`config.mk`:
```
export PLATFORM = sky130hd
export DESIGN_NAME = ysyx_22050039_mdu
export DESIGN_NICKNAME = d
export VERILOG_FILES = /design/src/rtl/ysyx_22050039_mdu_pkg.sv /design/src/rtl/ysyx_22050039_mdu_divcore.sv /design/src/rtl/ysyx_22050039_mdu.sv
export SDC_FILE = /design/constraint.sdc
export NUM_CORES = 2
export LEC_CHECK = 0
export ABC_AREA = 1
export BUFFER_PORTS_ARGS = -buffer_cell sky130_fd_sc_hd__buf_4
export CORE_MARGIN = 10
export CORE_UTILIZATION = 40
export DETAILED_ROUTE_END_ITERATION = 6
export RECOVER_POWER = 100
export SYNTH_ARGS = -nofsm -noshare
export SYNTH_HDL_FRONTEND = slang
export SYNTH_SLANG_ARGS = --single-unit
```
`constraint.sdc`:
```
create_clock -name clk -period 48.5 [get_ports clk]
set_input_delay 14.55 -clock clk [delete_from_list [all_inputs] [get_ports clk]]
set_output_delay 14.55 -clock clk [all_outputs]
set_load 0.05 [all_outputs]
```
`src/rtl/ysyx_22050039_mdu_pkg.sv`:
```
// Shared definitions for the iterative RV64M multiply/divide unit:
// op encodings, FSM states and the W-op iteration count.
package ysyx_22050039_mdu_pkg;

   localparam logic [3:0] OP_MUL    = 4'd0;
   localparam logic [3:0] OP_MULH   = 4'd1;
   localparam logic [3:0] OP_MULHSU = 4'd2;
   localparam logic [3:0] OP_MULHU  = 4'd3;
   localparam logic [3:0] OP_DIV    = 4'd4;
   localparam logic [3:0] OP_DIVU   = 4'd5;
   localparam logic [3:0] OP_REM    = 4'd6;
   localparam logic [3:0] OP_REMU   = 4'd7;
   localparam logic [3:0] OP_MULW   = 4'd8;
   localparam logic [3:0] OP_DIVW   = 4'd9;
   localparam logic [3:0] OP_DIVUW  = 4'd10;
   localparam logic [3:0] OP_REMW   = 4'd11;
   localparam logic [3:0] OP_REMUW  = 4'd12;

   // Number of iterations for the 32-bit (W) forms
   localparam int W_ITER = 32;

   typedef enum logic [1:0] {
      ST_IDLE = 2'd0,
      ST_BUSY = 2'd1,
      ST_DONE = 2'd2
   } state_e;

endpackage

```
`src/rtl/ysyx_22050039_mdu_divcore.sv`:
```
// Radix-2 restoring divider on unsigned magnitudes, one quotient bit per
// cycle. quotient_o/remainder_o present the values produced by the current
// iteration so the caller can capture the final result on the done cycle.
module ysyx_22050039_mdu_divcore
   import ysyx_22050039_mdu_pkg::*;
#(
   parameter int XLEN = 64
) (
   input  logic            clk,
   input  logic            rst,
   input  logic            kill_i,
   input  logic            start_i,
   input  logic            w_i,
   input  logic [XLEN-1:0] dividend_i,
   input  logic [XLEN-1:0] divisor_i,
   output logic            done_o,
   output logic [XLEN-1:0] quotient_o,
   output logic [XLEN-1:0] remainder_o
);
   localparam int CNT_W = $clog2(XLEN);

   logic [XLEN-1:0]  rem_q, quo_q, dvs_q;
   logic [CNT_W-1:0] cnt_q;
   logic             w_q, active_q;
   logic [XLEN:0]    shifted, diff;
   logic             ge, last;

   // One restoring step: shift in the next dividend bit, trial-subtract
   always_comb begin
      shifted = {rem_q, quo_q[XLEN-1]};
      diff    = shifted - {1'b0, dvs_q};
      ge      = ~diff[XLEN];
      last    = (cnt_q == (w_q ? CNT_W'(W_ITER - 1) : CNT_W'(XLEN - 1)));
   end

   assign remainder_o = ge ? diff[XLEN-1:0] : shifted[XLEN-1:0];
   assign quotient_o  = {quo_q[XLEN-2:0], ge};
   assign done_o      = active_q & last;

   // Load on start; W magnitudes are pre-aligned to the top so only 32 steps are needed
   always_ff @(posedge clk or posedge rst) begin
      if (rst) begin
         rem_q    <= '0;
         quo_q    <= '0;
         dvs_q    <= '0;
         cnt_q    <= '0;
         w_q      <= 1'b0;
         active_q <= 1'b0;
      end else if (kill_i) begin
         cnt_q    <= '0;
         active_q <= 1'b0;
      end else if (start_i) begin
         rem_q    <= '0;
         quo_q    <= w_i ? (dividend_i << (XLEN - 32)) : dividend_i;
         dvs_q    <= divisor_i;
         cnt_q    <= '0;
         w_q      <= w_i;
         active_q <= 1'b1;
      end else if (active_q) begin
         rem_q <= remainder_o;
         quo_q <= quotient_o;
         cnt_q <= cnt_q + CNT_W'(1);
         if (last) active_q <= 1'b0;
      end
   end

endmodule

```
`src/rtl/ysyx_22050039_mdu.sv`:
```
// Iterative RV64M multiply/divide unit: shift-add multiplier, restoring
// divider sub-module, RISC-V special cases and valid/ready handshake.
module ysyx_22050039_mdu
   import ysyx_22050039_mdu_pkg::*;
#(
   parameter int XLEN  = 64,
   parameter int TAG_W = 5
) (
   input  logic             clk,
   input  logic             rst,
   input  logic             flush,
   input  logic             in_valid,
   output logic             in_ready,
   input  logic [3:0]       in_op,
   input  logic [XLEN-1:0]  in_src1,
   input  logic [XLEN-1:0]  in_src2,
   input  logic [TAG_W-1:0] in_tag,
   output logic             out_valid,
   input  logic             out_ready,
   output logic [XLEN-1:0]  out_result,
   output logic [TAG_W-1:0] out_tag
);
   localparam int CNT_W = $clog2(XLEN);
   localparam logic [XLEN-1:0] MIN_NEG = {1'b1, {(XLEN-1){1'b0}}};

   // Sign-extend the low 32 bits to XLEN
   function automatic logic [XLEN-1:0] sext_w(input logic [XLEN-1:0] x);
      logic [XLEN-1:0] t;
      t = x << (XLEN - 32);
      return XLEN'($signed(t) >>> (XLEN - 32));
   endfunction

   state_e             state_q;
   logic [CNT_W-1:0]   cnt_q;
   logic [2*XLEN-1:0]  acc_q, mcand_q;
   logic [XLEN-1:0]    mplier_q;
   logic               is_div_q, w_q, hi_q, sel_rem_q, neg_q, rneg_q;
   logic [XLEN-1:0]    out_result_q;
   logic [TAG_W-1:0]   out_tag_q;
   logic               out_valid_q;

   logic dec_valid, dec_div, dec_s1, dec_s2, dec_w, dec_hi, dec_rem;
   logic [XLEN-1:0] ext_a, ext_b, mag_a, mag_b, spec_res;
   logic a_neg, b_neg, div_zero, div_ovf, special, accept, div_start;
   logic [2*XLEN-1:0] acc_d, prod_d;
   logic [XLEN-1:0] mul_res_d, div_res_d, quo_fix_d, rem_fix_d;
   logic mul_last;
   logic div_done;
   logic [XLEN-1:0] div_quo, div_rem;

   // Decode the op into signedness, width and result-select controls
   always_comb begin
      dec_valid = 1'b1; dec_div = 1'b0; dec_s1 = 1'b0; dec_s2 = 1'b0;
      dec_w = 1'b0; dec_hi = 1'b0; dec_rem = 1'b0;
      case (in_op)
         OP_MUL:    ;
         OP_MULH:   begin dec_hi = 1'b1; dec_s1 = 1'b1; dec_s2 = 1'b1; end
         OP_MULHSU: begin dec_hi = 1'b1; dec_s1 = 1'b1; end
         OP_MULHU:  dec_hi = 1'b1;
         OP_DIV:    begin dec_div = 1'b1; dec_s1 = 1'b1; dec_s2 = 1'b1; end
         OP_DIVU:   dec_div = 1'b1;
         OP_REM:    begin dec_div = 1'b1; dec_rem = 1'b1; dec_s1 = 1'b1; dec_s2 = 1'b1; end
         OP_REMU:   begin dec_div = 1'b1; dec_rem = 1'b1; end
         OP_MULW:   dec_w = 1'b1;
         OP_DIVW:   begin dec_div = 1'b1; dec_w = 1'b1; dec_s1 = 1'b1; dec_s2 = 1'b1; end
         OP_DIVUW:  begin dec_div = 1'b1; dec_w = 1'b1; end
         OP_REMW:   begin dec_div = 1'b1; dec_w = 1'b1; dec_rem = 1'b1; dec_s1 = 1'b1; dec_s2 = 1'b1; end
         OP_REMUW:  begin dec_div = 1'b1; dec_w = 1'b1; dec_rem = 1'b1; end
         default:   dec_valid = 1'b0;
      endcase
   end

   // Operand extension, magnitudes and early-completion detection
   always_comb begin
      ext_a = dec_w ? (dec_s1 ? sext_w(in_src1) : XLEN'(in_src1[31:0])) : in_src1;
      ext_b = dec_w ? (dec_s2 ? sext_w(in_src2) : XLEN'(in_src2[31:0])) : in_src2;
      a_neg = dec_s1 & ext_a[XLEN-1];
      b_neg = dec_s2 & ext_b[XLEN-1];
      mag_a = a_neg ? -ext_a : ext_a;
      mag_b = b_neg ? -ext_b : ext_b;
      div_zero = (ext_b == '0);
      div_ovf  = dec_s1 & (dec_w ? ((ext_a[31:0] == 32'h8000_0000) && (ext_b[31:0] == 32'hFFFF_FFFF))
                                 : ((ext_a == MIN_NEG) && (ext_b == '1)));
      special  = dec_div & (div_zero | div_ovf);
      if (div_zero) spec_res = dec_rem ? ext_a : '1;
      else          spec_res = dec_rem ? '0 : ext_a;
      if (dec_w) spec_res = sext_w(spec_res);
   end

   assign accept    = in_valid & (state_q == ST_IDLE);
   assign div_start = accept & ~flush & dec_valid & dec_div & ~special;

   // Shift-add step and final sign fix-up for multiply and divide results
   always_comb begin
      acc_d     = acc_q + (mplier_q[0] ? mcand_q : '0);
      prod_d    = neg_q ? -acc_d : acc_d;
      mul_res_d = w_q ? sext_w(prod_d[XLEN-1:0])
                      : (hi_q ? prod_d[2*XLEN-1:XLEN] : prod_d[XLEN-1:0]);
      mul_last  = (cnt_q == (w_q ? CNT_W'(W_ITER - 1) : CNT_W'(XLEN - 1)));
      quo_fix_d = neg_q ? -div_quo : div_quo;
      rem_fix_d = rneg_q ? -div_rem : div_rem;
      div_res_d = sel_rem_q ? rem_fix_d : quo_fix_d;
      if (w_q) div_res_d = sext_w(div_res_d);
   end

   ysyx_22050039_mdu_divcore #(.XLEN(XLEN)) u_divcore (
      .clk         (clk),
      .rst         (rst),
      .kill_i      (flush),
      .start_i     (div_start),
      .w_i         (dec_w),
      .dividend_i  (mag_a),
      .divisor_i   (mag_b),
      .done_o      (div_done),
      .quotient_o  (div_quo),
      .remainder_o (div_rem)
   );

   // Control FSM with registered outputs; flush overrides everything
   always_ff @(posedge clk or posedge rst) begin
      if (rst) begin
         state_q      <= ST_IDLE;
         cnt_q        <= '0;
         acc_q        <= '0;
         mcand_q      <= '0;
         mplier_q     <= '0;
         is_div_q     <= 1'b0;
         w_q          <= 1'b0;
         hi_q         <= 1'b0;
         sel_rem_q    <= 1'b0;
         neg_q        <= 1'b0;
         rneg_q       <= 1'b0;
         out_result_q <= '0;
         out_tag_q    <= '0;
         out_valid_q  <= 1'b0;
      end else if (flush) begin
         state_q     <= ST_IDLE;
         cnt_q       <= '0;
         out_valid_q <= 1'b0;
      end else begin
         case (state_q)
            ST_IDLE: if (in_valid) begin
               out_tag_q <= in_tag;
               is_div_q  <= dec_div;
               w_q       <= dec_w;
               hi_q      <= dec_hi;
               sel_rem_q <= dec_rem;
               neg_q     <= a_neg ^ b_neg;
               rneg_q    <= a_neg;
               cnt_q     <= '0;
               acc_q     <= '0;
               mcand_q   <= {{XLEN{1'b0}}, mag_a};
               mplier_q  <= mag_b;
               if (!dec_valid) begin
                  out_result_q <= '0;
                  out_valid_q  <= 1'b1;
                  state_q      <= ST_DONE;
               end else if (special) begin
                  out_result_q <= spec_res;
                  out_valid_q  <= 1'b1;
                  state_q      <= ST_DONE;
               end else begin
                  state_q <= ST_BUSY;
               end
            end
            ST_BUSY: begin
               if (is_div_q) begin
                  if (div_done) begin
                     out_result_q <= div_res_d;
                     out_valid_q  <= 1'b1;
                     state_q      <= ST_DONE;
                  end
               end else begin
                  acc_q    <= acc_d;
                  mcand_q  <= mcand_q << 1;
                  mplier_q <= mplier_q >> 1;
                  cnt_q    <= cnt_q + CNT_W'(1);
                  if (mul_last) begin
                     out_result_q <= mul_res_d;
                     out_valid_q  <= 1'b1;
                     state_q      <= ST_DONE;
                  end
               end
            end
            ST_DONE: if (out_ready) begin
               out_valid_q <= 1'b0;
               state_q     <= ST_IDLE;
            end
            default: state_q <= ST_IDLE;
         endcase
      end
   end

   assign in_ready   = (state_q == ST_IDLE);
   assign out_valid  = out_valid_q;
   assign out_result = out_result_q;
   assign out_tag    = out_tag_q;

endmodule

```
## After elaboration in Yosys (flattened, before gate mapping)

Index checks and enable logic that the tools add are counted.

| storage, ports and cells | value |
|---|---|
| flip-flop bits (word level) | 604 |
| input port bits | 142 |
| output and inout bits | 71 |

| cells by class | value |
|---|---|
| add/subtract/negate cells | 9 |
| equality and inequality tests | 31 |
| mux-type cells | 79 |
| bitwise gates (word level) | 15 |
| reduce and logical (&&, ||, !) cells | 25 |

Operator list:

| kind | number |
|---|---|
| $mux W64 | 30 |
| $mux W128 | 6 |
| $pmux W128 S2 | 2 |
| $neg A64 Y64 | 4 |
| $pmux W64 S2 | 2 |
| $add A128 B128 Y128 | 1 |
| $eq A64 B64 Y1 const B | 2 |
| $neg A128 Y128 | 1 |
| $sub A65 B64 Y65 | 1 |
| $eq A32 B32 Y1 const B | 2 |
| $logic_not A64 Y1 | 1 |
| $mux W6 | 8 |
| $eq A4 B4 Y1 const B | 5 |
| $mux W1 | 20 |
| $eq A4 B3 Y1 const B | 4 |
| $mux W2 | 8 |
| $ne A3 B3 Y1 const B | 5 |
| $reduce_or A13 Y1 | 1 |
| $add A6 B1 Y6 const B | 2 |
| $eq A6 B6 Y1 | 2 |
| $pmux W6 S2 | 1 |
| $reduce_and A6 Y1 | 2 |
| $and A1 B1 Y1 | 10 |
| $reduce_or A5 Y1 | 2 |
| other kinds (26) | 37 |

## Logic depth before layout (Yosys ltp)

| logic depth | value |
|---|---|
| word-level depth | 16 |
| gate-level depth with buffers | 44 |

## By module

Synthesis repeated with hierarchy kept, for this count alone.

| unflattened totals | value |
|---|---|
| cell total of the unflattened synthesis | 11,273 |
| area total of the unflattened synthesis | 64,026.4 um^2 |

Modules (own cells, without submodules):

| module | times used | cells each | area each (um^2) |
|---|---|---|---|
| ysyx_22050039_mdu | 1 | 8,630 | 47,652.0 |
| ysyx_22050039_mdu_divcore | 1 | 2,643 | 16,374.5 |

## Least setup slack after synthesis

OpenSTA, ideal clock, no wires.

| timing | value |
|---|---|
| kind | input-to-reg |
| start point | input in_src2[0] |
| end point | register out_result_q[5] (netlist: out_result[5]) |
| library setup time | 0.066 ns |
| arrival time | 17.128 ns |
| data required time | 48.434 ns |
| setup slack | 31.306 ns |
| stages on the path | 22 |
| path buffers | 2 |
| cells stage by stage | inv_1 > ha_1 > inv_1 > nor2_1 > nand2_1 > nor3_1 > nand3_1 > nor2_1 > nand3_1 > nor2_1 > inv_1 > nor2_1 > nand3_1 > nor2_2 > nand2_1 > buf_2 > buf_1 > a21oi_1 > o21ai_0 > a21oi_1 > o211ai_1 > nand2_1 |

| between the ends | value |
|---|---|
| cells in the longest elaborated chain, start to end | 10 |
| elaborated cells on any way between the ends | 19 |

RTL lines:

| item | RTL line | source |
|---|---|---|
| start, declared | ysyx_22050039_mdu.sv:16 | `input logic [XLEN-1:0] in_src2,` |
| $mux W64 | ysyx_22050039_mdu.sv:76 | `ext_b = dec_w ? (dec_s2 ? sext_w(in_src2) : XLEN'(in_src2[31:0])) : in_src2;` |
| $mux W64 (*) | ysyx_22050039_mdu.sv:76 |  |
| $eq A64 B64 Y1 / $eq A32 B32 Y1 (equally long branches) | ysyx_22050039_mdu.sv:83, ysyx_22050039_mdu.sv:82 |  |
| $logic_and A1 B1 Y1 (on tied branches) | ysyx_22050039_mdu.sv:83, ysyx_22050039_mdu.sv:82 |  |
| $mux W1 | ysyx_22050039_mdu.sv:82 | `div_ovf = dec_s1 & (dec_w ? ((ext_a[31:0] == 32'h8000_0000) && (ext_b[31:0] == 32'hFFFF_FFFF))` |
| $and A1 B1 Y1 | ysyx_22050039_mdu.sv:82 |  |
| $or A1 B1 Y1 | ysyx_22050039_mdu.sv:84 | `special = dec_div & (div_zero \| div_ovf);` |
| $and A1 B1 Y1 | ysyx_22050039_mdu.sv:84 |  |
| $ne A3 B2 Y1 (no source line) | n/a |  |
| $reduce_and A6 Y1 (no source line) | n/a |  |
| end signal, assigned | ysyx_22050039_mdu.sv:159 | `out_result_q <= spec_res;` |
| end signal, assigned | ysyx_22050039_mdu.sv:169 | `out_result_q <= div_res_d;` |
| end signal, assigned | ysyx_22050039_mdu.sv:179 | `out_result_q <= mul_res_d;` |
| end, declared | ysyx_22050039_mdu.sv:38 | `logic [XLEN-1:0] out_result_q;` |

Mark *: on every way between the ends. The rest lies on a longest branch, timed or not. The select of a mux whose other input is x is not followed.
A chain may end at the register's enable or synchronous reset.

==> results.tsv <==
metric	value	unit
die area	169400	um^2
Comb power frac	0.685	
Top FF cell, synth	dfrtp_1	
commonest non-fill, non-tap cells in the layout	3634 x nand2_1, 1778 x inv_1, 1152 x nor2_1	
Pleak	36.36	nW
nets	11100	
status	finished with violations	
Synth Cell Area	61320	um^2
Die W	411.5	um
Pwr Density	75.50	nW/um^2
H-tree Lvls	3	
drt initial violations	11210	
clk slew on worst S/H paths	0.07	ns
Starting Density	0.4032	
fmax	31.63	MHz
max-slew violation count	2008	
share of cells above drive strength 1	0.04501	
total chip power	5.067	mW
largest net degree at the start of global routing	153	
final hold vios	0	
Post-Route WL	376200	um
worst path required time	47.20	ns
commonest non-fill, non-tap cell in the layout	nand2_1	
cts hold-fix bufs	0	
DR vias	75270	
cells after synthesis	10710	
setup_tns	0	ns
Layout Area Growth over Synthesis	9.441	%
Hold Path Class	flip-flop to flip-flop	
critical path type	input pin to asynchronous set/reset pin	
RSZ-0062 raised after global routing	false	
average size of a mapped cell	5.727	um^2
# Post-CTS Setup Buffers	0	
critical path capture point type	asynchronous set/reset pin	
Yosys cell types	61	
Detailed Place HPWL	312800	um
I/O Buffers	212	
Tcrit/Tclk final	0.6518	
Via density	5.850	
Post-CTS Resized	0	
slack of the critical path	16.89	ns
Yosys top cell area share	0.2465	
failing checks	capacitance limit, slew limit	
worst ir drop on vdd	0.05656	mV
Longest Clk Path Bufs	3	
synthesized flop and latch total	604	
ANT nets after route	0	
P_sw	3.157	mW
drt wl/cell	29.24	um
num rows	143	
post-route DRC violation count	0	
Area contributors post-synth	dfrtp_1 25%, nand2_1 22%, inv_1 11%	
worst slew pin tran	8.641	ns
# Max-Cap Violations	30	
post-synthesis sequential area ratio	0.2465	
Max transition margin	-4.760	
Clock power frac	0.137	
vias in the first global route	68310	
CTS Buf Count	81	
share of flip-flops with an asynchronous set or reset	1.000	
TritonCTS clock tree	done	
first-pass GRT wire length	516900	um
gpl congestion	1.117	
I/O Pins	213	
crit path max fanout	152	
GRT Overall Usage	0.4252	
EDFF count, synth	0	
YS warnings	0	
DR pass1 iterations	7	
clk sinks	604	
core footprint	152100	um^2
sw frac	0.6230	
Layout Skew	0.05539	ns
fin crit period	31.61	ns
Cell Int Power	1.910	mW
Root Driver	clkbuf_16	
GRT overflow	0	
initial antenna violation count	19	
area leader, netlist	dfrtp_1	
Post-Syn Nets	11050	
crit path DAT	30.32	ns
Setup Slack @ Placement	27.81	ns
startpoint types	input pin	
final setup fails	0	
Seq pwr share	0.177	
clk_lat worst skew	0.73	ns
Die Y	411.5	um
==> synthesized netlist by cell type, drive strengths merged (12+ instances only) <==
cell type / instances
a21oi: 466
xor2: 143
buf: 135
nand3: 591
a22oi: 126
nor3: 106
nor2: 1181
o22ai: 122
o21ai: 852
xnor2: 74
a31oi: 19
o211ai: 58
nand2: 3695
or2: 12
clkbuf: 196
nand3b: 55
o21bai: 30
o31ai: 20
nor4: 33
ha: 202
dfrtp: 604
inv: 1794
nand4: 127
==> cells by family (layout without fill, tap and decap cells) <==
family | Yosys count | count (layout) | synth area share
compound gates | 1739 | 1739 | 0.1575
xor+xnor | 217 | 217 | 0.03112
fa+ha+maj | 204 | 204 | 0.04187
buf+inv | 2131 | 2245 | 0.1368
flops | 604 | 604 | 0.2465
mux | 1 | 1 | 0.0001632
other cells | 0 | 16 | 0
simple gates | 5811 | 5811 | 0.3861
==> worst paths after layout <==
path,start,endpoint,slack (ns),depth (start not counted)
max in group clk,in_op[0],u_divcore.rem_q[5],19.10,23
max reg2reg,state_q[1],acc_q[1],37.47,11
max,rst,out_tag[0],16.89,4
min,out_tag[0],out_tag[0],0.48,2
min in group asynchronous,rst,acc_q[65],15.38,2
min reg2reg,out_tag[0],out_tag[0],0.48,2
==> through the flow <==
step	instance area [um^2]	hold slack [ns]	utilization	instances
floorplan	61320	0.4530	-	10710
global placement	64560	0.4550	0.4245	12700
detailed placement	64560	0.4622	0.4245	12700
CTS	67550	0.4788	0.4442	12850
global route	67070	0.4976	0.4410	12850
finish	67110	0.4796	0.4413	12870
==> state kept, by name (all words and copies together) (netlist names) <==
| signal | count |
|---|---|
| acc_q | 128 |
| mcand_q | 128 |
| mplier_q | 64 |
| out_result | 64 |
| u_divcore.dvs_q | 64 |
| u_divcore.quo_q | 64 |
| u_divcore.rem_q | 64 |
| cnt_q | 6 |
| u_divcore.cnt_q | 6 |
| out_tag | 5 |
| state_q | 2 |
| hi_q | 1 |
| is_div_q | 1 |
| neg_q | 1 |
| out_valid | 1 |
| rneg_q | 1 |
| sel_rem_q | 1 |
| u_divcore.active_q | 1 |
| u_divcore.w_q | 1 |
| w_q | 1 |
==> critical path, cell delays in order <==
cell        delay (ns)
clkbuf_4          0.11
clkinvlp_2        2.67
clkbuf_1          6.23
clkbuf_1          6.51
==> power groups by stage <==
stage | clock network, mW | registers, mW | logic (mW)
global placement | 0 | 0.885 | 3.29
finish | 0.696 | 0.898 | 3.47
floorplan | 0 | 0.865 | 1.99
CTS | 0.696 | 0.881 | 3.32
detailed placement | 0 | 0.886 | 3.30
global route | 0.715 | 0.900 | 3.65
==> metal layers <==
layer / share of wire / routed length (um) / up-vias / track usage
met1: 0.41 / 153200 / 35510 / 0.5720
met4: 0.070 / 26370 / 14 / 0.2415
met2: 0.38 / 144000 / 4955 / 0.5788
li1: - / - / 33900 / -
met5: 0.00056 / 212 / - / 0
met3: 0.14 / 52400 / 894 / 0.1545
==> layout make-up <==
class	instances	area, um^2
multi-input cells	7972	37830
flip-flops and latches	604	15130
well taps	2030	2540
clock inverters	51	758.2
clock buffers	101	2233
repair buffers	293	1817
inverters	1800	6763
fillers	16860	84970
diodes	16	40.04
No activity file was read; power rests on OpenSTA's default activity.
